### src/rtl/operand_loader.sv
`default_nettype none
// ============================================================================
// Module      : operand_loader
// Description : Double-banked operand staging for an N_OPND-input controller.
// Revision    : 1.0 - initial release
// ============================================================================
module operand_loader #(
  parameter int WIDTH  = 16,
  parameter int N_OPND = 8
) (
  input  logic                    clk,
  input  logic                    rst,
  input  logic                    in_valid,
  input  logic [WIDTH-1:0]        in_data,
  output logic                    in_ready,
  input  logic                    op_ready,
  output logic                    start,
  input  logic                    done_next,
  output logic [N_OPND*WIDTH-1:0] opnd_bus,
  output logic [1:0]              bank_full,
  output logic                    busy
);

  localparam int c_CNT_W = (N_OPND > 1) ? $clog2(N_OPND) : 1;
  localparam logic [c_CNT_W-1:0] c_LAST = c_CNT_W'(N_OPND - 1);

  logic [N_OPND-1:0][WIDTH-1:0] r_bank [2];
  logic                         r_wr_bank;
  logic                         r_rd_bank;
  logic [c_CNT_W-1:0]           r_wr_cnt;
  logic [1:0]                   r_bank_full;
  logic                         r_inflight;

  logic       w_in_ready;
  logic       w_accept;
  logic       w_last;
  logic       w_start;
  logic       w_release;
  logic [1:0] w_full_nxt;

  assign w_in_ready = ~r_bank_full[r_wr_bank];
  assign w_accept   = in_valid & w_in_ready;
  assign w_last     = (r_wr_cnt == c_LAST);
  assign w_start    = r_bank_full[r_rd_bank] & ~r_inflight & op_ready;
  assign w_release  = done_next & r_inflight;

  // Fill and release always touch different banks: the read bank is full
  // whenever a computation is in flight, so it can never be the write target.
  always_comb begin
    w_full_nxt = r_bank_full;
    if (w_accept && w_last) w_full_nxt[r_wr_bank] = 1'b1;
    if (w_release)          w_full_nxt[r_rd_bank] = 1'b0;
  end

  always_ff @(posedge clk or posedge rst) begin
    if (rst) begin
      for (int b = 0; b < 2; b++) r_bank[b] <= '0;
      r_wr_bank   <= 1'b0;
      r_rd_bank   <= 1'b0;
      r_wr_cnt    <= '0;
      r_bank_full <= 2'b00;
      r_inflight  <= 1'b0;
    end else begin
      if (w_accept) begin
        r_bank[r_wr_bank][r_wr_cnt] <= in_data;
        if (w_last) begin
          r_wr_cnt  <= '0;
          r_wr_bank <= ~r_wr_bank;
        end else begin
          r_wr_cnt <= r_wr_cnt + 1'b1;
        end
      end
      r_bank_full <= w_full_nxt;
      if (w_release) begin
        r_rd_bank  <= ~r_rd_bank;
        r_inflight <= 1'b0;
      end else if (w_start) begin
        r_inflight <= 1'b1;
      end
    end
  end

  assign in_ready  = w_in_ready;
  assign start     = w_start;
  assign busy      = r_inflight;
  assign bank_full = r_bank_full;
  assign opnd_bus  = r_bank[r_rd_bank];

endmodule
`default_nettype wire

### config.mk
export PLATFORM = sky130hd
export DESIGN_NAME = operand_loader
export DESIGN_NICKNAME = d
export VERILOG_FILES = /design/src/rtl/operand_loader.sv
export SDC_FILE = /design/constraint.sdc
export NUM_CORES = 1
export LEC_CHECK = 0
export BUFFER_PORTS_ARGS = -buffer_cell sky130_fd_sc_hd__buf_4
export CAP_MARGIN = 20
export CELL_PAD_IN_SITES_DETAIL_PLACEMENT = 1
export CELL_PAD_IN_SITES_GLOBAL_PLACEMENT = 1
export CORE_MARGIN = 4
export CORE_UTILIZATION = 25
export CTS_CLUSTER_DIAMETER = 50
export DETAILED_ROUTE_END_ITERATION = 8
export PLACE_DENSITY = 0.58
export RECOVER_POWER = 50
export SYNTH_ARGS = -nofsm -noshare
export SYNTH_HDL_FRONTEND = slang
export SYNTH_SLANG_ARGS = --single-unit
### constraint.sdc
create_clock -name clk -period 20.3 [get_ports clk]
set_input_delay 4.06 -clock clk [delete_from_list [all_inputs] [get_ports clk]]
set_output_delay 4.06 -clock clk [all_outputs]
set_load 0.1 [all_outputs]
# Word level (Yosys, flattened, before mapping)
# Cells that the tools add are included.
[classes] add_sub_neg=1 n_lt_le_gt_ge=9 eq_ne=1 muxes=21 bitwise=13 reduce_logical=7
[ops] cell="$mux 128" count=4
[ops] cell="$bwmux 256" count=1
[ops] cell="$demux 128 s1" count=1
[ops] cell="$demux 16 s3" count=1
[ops] cell="$mux 16" count=1
[ops] cell="$mux 1" count=8
[ops] cell="$logic_and 1x1->1" count=5
[ops] cell="$and 1x1->1" count=4
[ops] cell="$ge 2x2->1 const B" count=2
[ops] cell="$lt 1x2->1 const B" count=2
[ops] cell="$lt 3x4->1 const B" count=1
[ops] cell="$mux 2" count=2
[ops] cell="$not 1->1" count=4
[ops] cell="$not 1->2" count=2
[ops] cell="$add 3x1->3 const B" count=1
[ops] cell="$eq 3x3->1 const B" count=1
[ops] cell="$ge 3x1->1 const B" count=1
[ops] cell="$mux 3" count=1
[ops] cell="$and 2x2->2" count=1
[ops] cell="$demux 1 s1" count=2
[ops] cell="$ge 1x1->1 const B" count=2
[ops] cell="$lt 2x1->1 const B" count=1
[ops] cell="$not 2->2" count=1
[ops] cell="$or 2x2->2" count=1
[ops] cell="2 further kinds" count=2
[word_totals] ff_bits=264 inputBits=21

# Logic depth before layout (Yosys ltp)
# Gate-level depths: netlist of the first run.
[logic_depth] depth_word=8 mapped_depth=6 depth_no_buf=5

# Worst setup path after synthesis of the first run
# OpenSTA, ideal clock, no wires.
[synth_timing] path_type="input port to output port" from="in op_ready" to="out start" arrival_time_ns=6.296 required_ns=16.240 path_slack_ns=9.944 path_stages=1 path_buffers=0 path_cell_list="nor3b_1"
[synth_via] elab_chain_len=1
[synth_lines] item="start: declaration" line="16" source="input logic op_ready,"
[synth_lines] item="$and 1x1->1" line="44" source="assign w_start = r_bank_full[r_rd_bank] & ~r_inflight & op_ready;"
[synth_lines] item="end: declaration" line="17" source="output logic start,"
# Every way passes these cells.

==> results of run 1 <==
-- layout by cell type (no fill, tap or decap), types with 3 or more instances in the layout --
master,Yosys,layout
clkbuf_16,0,37
buf_4,6,152
diode_2,0,3
nor2b_1,6,4
nor2_1,3,4
inv_6,0,3
clkinvlp_4,0,3
clkbuf_1,23,11
mux2_2,387,387
dfrtp_1,264,263
clkinv_2,0,5
bufinv_16,0,6
clkbuf_8,0,5
nand2_1,10,13
-- final cells by class --
| type | instances | share of cell area |
|---|---|---|
| well taps | 600 | 0.0519 |
| flip-flops and latches | 264 | 0.457 |
| clock buffers | 46 | 0.0698 |
| multi-input cells | 429 | 0.321 |
| clock inverters | 18 | 0.0182 |
| inverters | 2 | 0.000605 |
| repair buffers | 161 | 0.0817 |
| diodes | 3 | 0.000519 |
-- worst max-delay path: cells and delay by family --
family,cells,cell delay [ps]
buf+inv,5,7180
-- flip-flops by register name, summed over array words and instances, names as in the netlist --
name,count
busy,1
r_wr_cnt,3
r_bank,256
r_rd_bank,1
bank_full,2
r_wr_bank,1
-- routing by layer --
| layer | wire (um) | global-route usage | vias to the layer above |
|---|---|---|---|
| li1 | - | - | 2973 |
| met1 | 13700 | 0.162 | 3539 |
| met2 | 14500 | 0.192 | 121 |
| met3 | 1100 | 0.0236 | 38 |
| met4 | 637 | 0.0400 | 0 |
| met5 | 0 | 0 | - |
-- cell families after synthesis --
group	synth area share
multiplexers	0.379
flip-flops	0.571
buffers and inverters	0.0240
AND/OR/NAND/NOR	0.0193
AO/OA/AOI/OAI	0.00357
adder cells (fa/ha/maj)	0.00216
XOR/XNOR	0.000758
-- Yosys cell counts --
library cell and count:
clkbuf_1 23, nor2b_1 6, o31ai_1 1, nor2_1 3, o22a_1 1, nand2_2 3
buf_6 3, o21ai_0 1, nand2_1 10, buf_2 21, nor2_2 1, buf_4 6
mux2i_1 2, mux2_2 387, dfrtp_1 264, nor3b_2 2, nor4b_4 1, xnor2_1 1
nand4b_4 1, or3_1 1, nor3b_1 1, inv_1 2, ha_1 2, and4bb_1 2
a31oi_1 2, a21o_1 1
-- metrics by stage --
| stage | util | worst slack, ps | cells | hold slack (ps) |
|---|---|---|---|---|
| global placement | 0.291 | 11500 | 1452 | 482 |
| detailed placement | 0.291 | 11520 | 1452 | 490 |
| finish | 0.318 | 9400 | 1523 | 496 |
| CTS | 0.319 | 11520 | 1516 | 502 |
| global route | 0.317 | 7620 | 1520 | 509 |
| floorplan | - | 8970 | 748 | 474 |
-- final timing paths --
check                                  start  slack (ps)  cells past startpoint     endpoint
worst min-delay path             r_bank[139]         500                      1  r_bank[139]
worst max-delay path                     rst        9400                      5   r_bank[34]
worst max register to register  bank_full[1]       17440                      4   r_bank[83]
min in group asynchronous                rst        5150                      2  r_bank[221]
max in group clk                    op_ready       11510                      3        start
worst min register to register   r_bank[139]         500                      1  r_bank[139]
==> run summary, run 1 <==
Outcome: finished with violations
Failing checks: capacitance limit, slew limit
Critical Path RT: 20,820 ps
WS Path Type: in2async
Post-synthesis sequential area ratio: 0.571
Final hold viol count: 0
Library cells used by synthesis: 26
Final setup TNS: 0 ps
Worst-Margin Slew: 5400 ps
Crit-path max FO: 119
Syn_nets: 771
Number of setup violations in the final report: 0
Flip-flop and latch area: 0.00661 mm2
Most area-consuming cells after synthesis: dfrtp_1 57%, mux2_2 38%, buf_2 0.91%
Clk sinks: 264
Hold Crit Class: reg2reg
Cells after synthesis: 748
# IOs: 154
Setup bufs post-CTS: 0
Syn Area/Cell: 15.5 um2
Fin. max-slew vios: 174
CP max stage cell: clkinvlp_2
# resized after CTS: 0
Buffers added on ports: 153
Rel. slew slack: -2.60
Finished Cell Area: 0.0145 mm2
Die W: 223 um
Fillers: 4,767
Drt first pass iters: 4
Cts bufs inserted: 36
Post-route ant nets: 0
Vias: 6,671
Die Area: 0.0497 mm2
Worst setup SP type: input pin
DP HPWL: 19,200 um
RSZ-0062 raised after global routing: false
Drt total wl: 29,900 um
Layout net count: 917
Most Frequent Cell on Critical Path: clkbuf_1
Number of global-route vias before repair: 7,346
Vias per inst: 4.38
Total Routing Usage GR: 0.120
Area taken by multi-input logic gates: 0.00464 mm2
Max Freq: 91.7 MHz
CTS tree: built
Final critical-path required period: 10,900 ps
GRT overflow: 0
Post-synth top area cell: dfrtp_1
Yosys reg bits: 264
Clk_lat worst skew: 530 ps
Top cell type's share of synthesized area: 0.571
# rows: 78
Synth-to-layout area growth: 25.2%
Initial antenna violation count: 1
Clock Tree Buf Depth: 3
Wire per inst: 19.7 um
Synthesis warning total: 0
Largest net degree at the start of global routing: 120
Initial Util: 0.254
Final period utilization: 0.537
Hold-fix buffers, CTS: 0
Clock root cell: clkbuf_16
Residual DRC: 0
Initial DRC count: 233
Critical path arrival: 11,420 ps
Core area: 0.0456 mm2
Max Cap Viol: 2
Die Height: 223 um
Share of cells above drive strength 1: 0.659
CP cell instances: clkbuf_4 > clkinvlp_2 > clkbuf_1 > clkbuf_1 > buf_4
Synth Cell Area: 0.0116 mm2
Placer Congestion: 0.695
Worst setup EP type: async pin
Slowest Stage Delay on Critical Path: 2920 ps
H-Tree Depth: 2
Setup Skew: 15.5 ps
Placed Area: 0.0133 mm2
First-pass GRT wire length: 46,200 um
Clock slew at reported path FFs: 60 ps
Power of run 1 is left out: the tool's default activity adds up to more than one toggle a clock period on the data nets, which glitch-free logic cannot reach.
==> run 2: changes to the inputs <==
--- a/config.mk
+++ b/config.mk
@@ -5,6 +5,7 @@
 export SDC_FILE = /design/constraint.sdc
 export NUM_CORES = 1
 export LEC_CHECK = 0
+export ABC_AREA = 1
 export BUFFER_PORTS_ARGS = -buffer_cell sky130_fd_sc_hd__buf_4
 export CAP_MARGIN = 20
 export CELL_PAD_IN_SITES_DETAIL_PLACEMENT = 1
@@ -13,7 +14,7 @@
 export CORE_UTILIZATION = 25
 export CTS_CLUSTER_DIAMETER = 50
 export DETAILED_ROUTE_END_ITERATION = 8
-export PLACE_DENSITY = 0.58
+export PLACE_DENSITY = 0.65
 export RECOVER_POWER = 50
 export SYNTH_ARGS = -nofsm -noshare
 export SYNTH_HDL_FRONTEND = slang
==> constraint.sdc (replaced) <==
create_clock -name clk -period 9.6 [get_ports clk]
set_input_delay 1.92 -clock clk [delete_from_list [all_inputs] [get_ports clk]]
set_output_delay 1.92 -clock clk [all_outputs]
set_load 0.1 [all_outputs]
==> run 2 against run 1 <==
  * The run still ends with capacitance limit, slew limit left
  * Setup slack worse by 6100 ps
  * Final cell count up 54%
  * Worst hold slack worse by 28 ps
  * Synthesized area up 5.2%
  * Non-clock buffer count down 1
  * Clock skew up 10 ps
  * Core utilization down 0.42 points
  * First-iteration DRC count rose to 3.5 times the previous value
  * Flip-flop and latch count unchanged
  * Largest cell class unchanged
==> run summary, run 2 <==
Largest net degree at the start of global routing: 165
CP max stage cell: dfrtp_1
Clk_lat worst skew: 550 ps
Library cells used by synthesis: 25
GRT overflow: 0
Buffers added on ports: 153
Synth-to-layout area growth: 23.5%
Post-route ant nets: 0
Fin. max-slew vios: 161
Placer Congestion: 0.727
Drt first pass iters: 5
Commonest cells in the netlist: 994 x nand2_1, 264 x dfrtp_1, 122 x nand3_1
Most common cell after layout, fill and taps aside: nand2_1
Vias: 11.0k
Final period utilization: 0.656
Die Area: 0.0523 mm2
Die Height: 229 um
N_diodes: 0
Hold Path Depth: 2
Rel. slew slack: -2.28
Vias per inst: 4.68
Commonest cells after routing, fill and taps aside: 994 x nand2_1, 264 x dfrtp_1, 157 x buf_4
Hold-fix buffers, CTS: 0
RSZ-0062 raised after global routing: false
Number of flops mapped to enable cells by yosys: 0
Fillers: 5,758
Yosys reg bits: 264
Max Cap Viol: 2
Biggest register: r_bank
WS Path Type: reg2out
Number of setup violations in the final report: 0
Synth Area in Compound Gates: 0.0302
# resized after CTS: 0
Layout net count: 1,729
CTS tree: built
Clk sinks: 264
Setup bufs post-CTS: 0
Final setup TNS: 0 ps
Cts bufs inserted: 39
Top_reg_cell synth: dfrtp_1
Post-synthesis sequential area ratio: 0.543
Initial Util: 0.254
Synthesis warning total: 0
First-pass GRT wire length: 70,500 um
Worst-Margin Slew: 4930 ps
Clock root cell: clkbuf_16
Combinational family with the most area after synthesis: simple AND/OR/NAND/NOR gates
Cells after synthesis: 1,623
Wire per inst: 19.1 um
Residual DRC: 0
Post-synth top area cell: dfrtp_1
Initial antenna violation count: 1
Final critical-path required period: 6300 ps
Critical path arrival: 4380 ps
Post-Synth Simple-Gate Area: 0.376
Placed Area: 0.0136 mm2
Max Freq: 159 MHz
Worst setup EP type: output port
Synth Cell Area: 0.0122 mm2
H-Tree Depth: 2
DP HPWL: 26,800 um
Most frequent cell after synthesis: nand2_1
Syn_nets: 1,646
XOR/XNOR Fraction of Synth Area: 0.000720
Drt total wl: 45,000 um
Most area-consuming cells after synthesis: dfrtp_1 54%, nand2_1 31%, nand3_1 5.0%
Worst setup SP type: flip-flop
Slowest Stage Delay on Critical Path: 1960 ps
Critical Path RT: 7680 ps
Clock slew at reported path FFs: 50 ps
Die W: 229 um
Syn Area/Cell: 7.50 um2
Core area: 0.0479 mm2
Clock Tree Buf Depth: 3
Outcome: finished with violations
Hold Crit Class: reg2reg
Total Routing Usage GR: 0.171
# rows: 80
Final hold viol count: 0
Crit-path max FO: 70
Finished Cell Area: 0.0150 mm2
Number of global-route vias before repair: 11.6k
Mux cell area share after synthesis: 0
Share of cells above drive strength 1: 0.145
CP cell instances: inv_6 > buf_4 > nand2_1 > nand2_1 > buf_4
# IOs: 154
Failing checks: capacitance limit, slew limit
Setup Skew: 25.8 ps
Reg2reg path depth: 9
Initial DRC count: 818
Max reg flops: 256
Top cell type's share of synthesized area: 0.543
Adder-cell share of the synthesized area: 0.00206
Async S/R FF share, synth: 1.00
run 2: kinds of logic (layout without fill, tap and decap cells):
| family | Yosys count | in the layout |
|---|---|---|
| DFF | 264 | 264 |
| buffers and inverters | 135 | 247 |
| adders and majority gates | 2 | 2 |
| xor gates and xnor gates | 1 | 1 |
| and+or+nand+nor | 1148 | 1148 |
| AOI/OAI and AO/OA | 73 | 73 |
run 2: routing by layer:
| layer | track usage | share of wire | up-vias |
|---|---|---|---|
| li1 | - | - | 5173 |
| met1 | 0.234 | 0.46 | 5556 |
| met2 | 0.287 | 0.48 | 222 |
| met3 | 0.0300 | 0.043 | 47 |
| met4 | 0.0325 | 0.015 | 0 |
| met5 | 0 | 0 | - |
run 2: final timing paths:
path | slack (ps) | to | startpoint
max in group asynchronous | 4490 | r_bank[247] | rst
max | 3300 | opnd_bus[91] | r_rd_bank
min in group asynchronous | 2820 | r_bank[197] | rst
min | 470 | r_bank[201] | r_bank[201]
min reg2reg | 470 | r_bank[201] | r_bank[201]
max reg2reg | 5740 | r_bank[89] | r_wr_bank
run 2: through the flow:
| step | instances | worst slack, ps | hold slack (ps) | util |
|---|---|---|---|---|
| finish | 2350 | 3300 | 468 | 0.313 |
| global route | 2350 | 2880 | 485 | 0.313 |
| CTS | 2348 | 4320 | 471 | 0.314 |
| detailed placement | 2278 | 4810 | 458 | 0.284 |
| global placement | 2278 | 4880 | 453 | 0.284 |
| floorplan | 1623 | 411 | 442 | - |
run 2: final cells by class:
cell class                      instances  area [um2]  area share
Clock buffer                           49        1120      0.0743
Clock inverter                         21         297      0.0197
Multi-Input combinational cell       1224        4950       0.329
Sequential cell                       264        6610       0.440
Inverter                               17        75.1     0.00500
Tap cell                              615         769      0.0512
Timing Repair Buffer                  160        1210      0.0805
run 2: worst max-delay path, delay by kind of cell (launching register included):
family / cells / cell delay, ps
buffers and inverters: 3 / 1550
flip-flops: 1 / 1960
AND/OR/NAND/NOR: 2 / 290
Power of run 2 is left out for the same reason.
==> run 3: changes to the inputs <==
==> constraint.sdc (replaced) <==
create_clock -name clk -period 5.1 [get_ports clk]
set_input_delay 1.02 -clock clk [delete_from_list [all_inputs] [get_ports clk]]
set_output_delay 1.02 -clock clk [all_outputs]
set_load 0.1 [all_outputs]
==> run 3 against run 2 <==
  * The run still ends with capacitance limit, slew limit left
  * Wire length decreased by 0.23%
  * Flip-flop and latch count stayed put
  * Non-clock buffer count grew 4
  * Via count decreased by 1.6%
  * Global-route usage hardly changed
  * Die area stayed put
  * Core utilization is 0.13 points lower
  * Setup slack got worse by 2200 ps
  * Clock skew fell by 7.2 ps
  * First-iteration DRC count is 10% lower
  * Register-to-register slack worse by 4700 ps
  * Critical endpoint is now r_bank[20]
  * Largest cell class unchanged
  * Highest routed layer unchanged
==> run summary, run 3 (same netlist as run 2, synthesis figures left out) <==
Outcome: finished with violations
Failing checks: capacitance limit, slew limit
Core area: 0.0479 mm2
Vias: 10.8k
Most common cell after layout, fill and taps aside: nand2_1
Initial DRC count: 734
Worst setup EP type: flip-flop
Drt total wl: 44,900 um
Hold-fix buffers, CTS: 0
DP HPWL: 27,400 um
Worst-Margin Slew: 2240 ps
Number of setup violations in the final report: 0
Slowest Stage Delay on Critical Path: 1260 ps
Critical path arrival: 4510 ps
CTS tree: built
Layout net count: 1,733
Wire per inst: 19.1 um
First-pass GRT wire length: 70,100 um
Placer Congestion: 0.716
Commonest cells after routing, fill and taps aside: 996 x nand2_1, 263 x dfrtp_1, 154 x buf_4
Hold Crit Class: reg2reg
Setup bufs post-CTS: 0
CP delay by family, top: simple AND/OR/NAND/NOR gates
Biggest register: r_bank
Max Freq: 248 MHz
N_diodes: 0
Share of cells above drive strength 1: 0.144
Die W: 229 um
Total Routing Usage GR: 0.171
H-Tree Depth: 2
Final critical-path required period: 4040 ps
CP bufs+invs: 2
Worst setup SP type: flip-flop
Drt first pass iters: 5
Flip-flop and latch area: 0.00661 mm2
Initial Util: 0.254
Max reg flops: 256
CP cell instances: clkinvlp_2 > nand2_1 > nand3_1 > clkbuf_2 > nor2_1 > nand2_1 > nand2_1
Clock slew at reported path FFs: 60 ps
Setup Skew: 18.5 ps
Die Height: 229 um
Area taken by multi-input logic gates: 0.00494 mm2
Post-route ant nets: 0
Fin. max-slew vios: 149
Fillers: 5,802
# IOs: 154
Vias per inst: 4.60
Residual DRC: 0
Number of global-route vias before repair: 11.4k
# rows: 80
Initial antenna violation count: 0
GRT overflow: 0
RSZ-0062 raised after global routing: false
WS Path Type: reg2reg
Buffers added on ports: 153
Final setup TNS: 0 ps
Most Frequent Cell on Critical Path: nand2_1
CP max stage cell: nor2_1
Rel. slew slack: -0.492
Clk_lat worst skew: 550 ps
Final period utilization: 0.792
Clk sinks: 264
Final hold viol count: 0
Cts bufs inserted: 39
Max Cap Viol: 3
Critical Path RT: 5570 ps
Clock Tree Buf Depth: 3
Largest net degree at the start of global routing: 101
Crit-path max FO: 78
# resized after CTS: 0
Synth-to-layout area growth: 23.0%
Clock root cell: clkbuf_16
Die Area: 0.0523 mm2
## run 3: per-stage QoR
step	hold WS [ps]	area (um2)	instances	utilization	setup WS, ps
floorplan	442	12200	1623	-	596
global placement	454	13700	2282	0.285	1990
detailed placement	458	13700	2284	0.286	1940
CTS	472	15000	2352	0.313	1450
global route	488	15000	2352	0.312	674
finish	468	15000	2352	0.312	1060
## run 3: path summary, 6_finish.rpt
path                                   from  slack, ps          end  depth (start not counted)
worst max-delay path              r_wr_bank       1060   r_bank[20]                          7
worst min-delay path            r_bank[109]        470  r_bank[109]                          2
worst max register to register    r_wr_bank       1060   r_bank[20]                          7
worst min register to register  r_bank[109]        470  r_bank[109]                          2
max in group asynchronous               rst       1530   r_bank[84]                          3
min in group asynchronous               rst        860   r_bank[72]                          2
## run 3: worst register-to-register path, delay by kind of cell, from the launching register on
family | cells | cell delay [ps]
DFF | 1 | 690
and+or+nand+nor | 5 | 1900
buffers and inverters | 2 | 1380
## run 3: final cells by class
| type | count | share of cell area |
|---|---|---|
| Sequential cell | 264 | 0.442 |
| Multi-Input combinational cell | 1224 | 0.331 |
| Timing Repair Buffer | 164 | 0.0833 |
| Clock buffer | 49 | 0.0739 |
| Tap cell | 615 | 0.0514 |
| Clock inverter | 19 | 0.0140 |
| Inverter | 17 | 0.00493 |
## run 3: layer usage
layer	track usage	part of all wire	vias up
met5	0	0	-
met3	0.0304	0.040	53
li1	-	-	5176
met2	0.282	0.47	196
met1	0.234	0.48	5395
met4	0.0409	0.018	0
Power of run 3 is left out for the same reason.
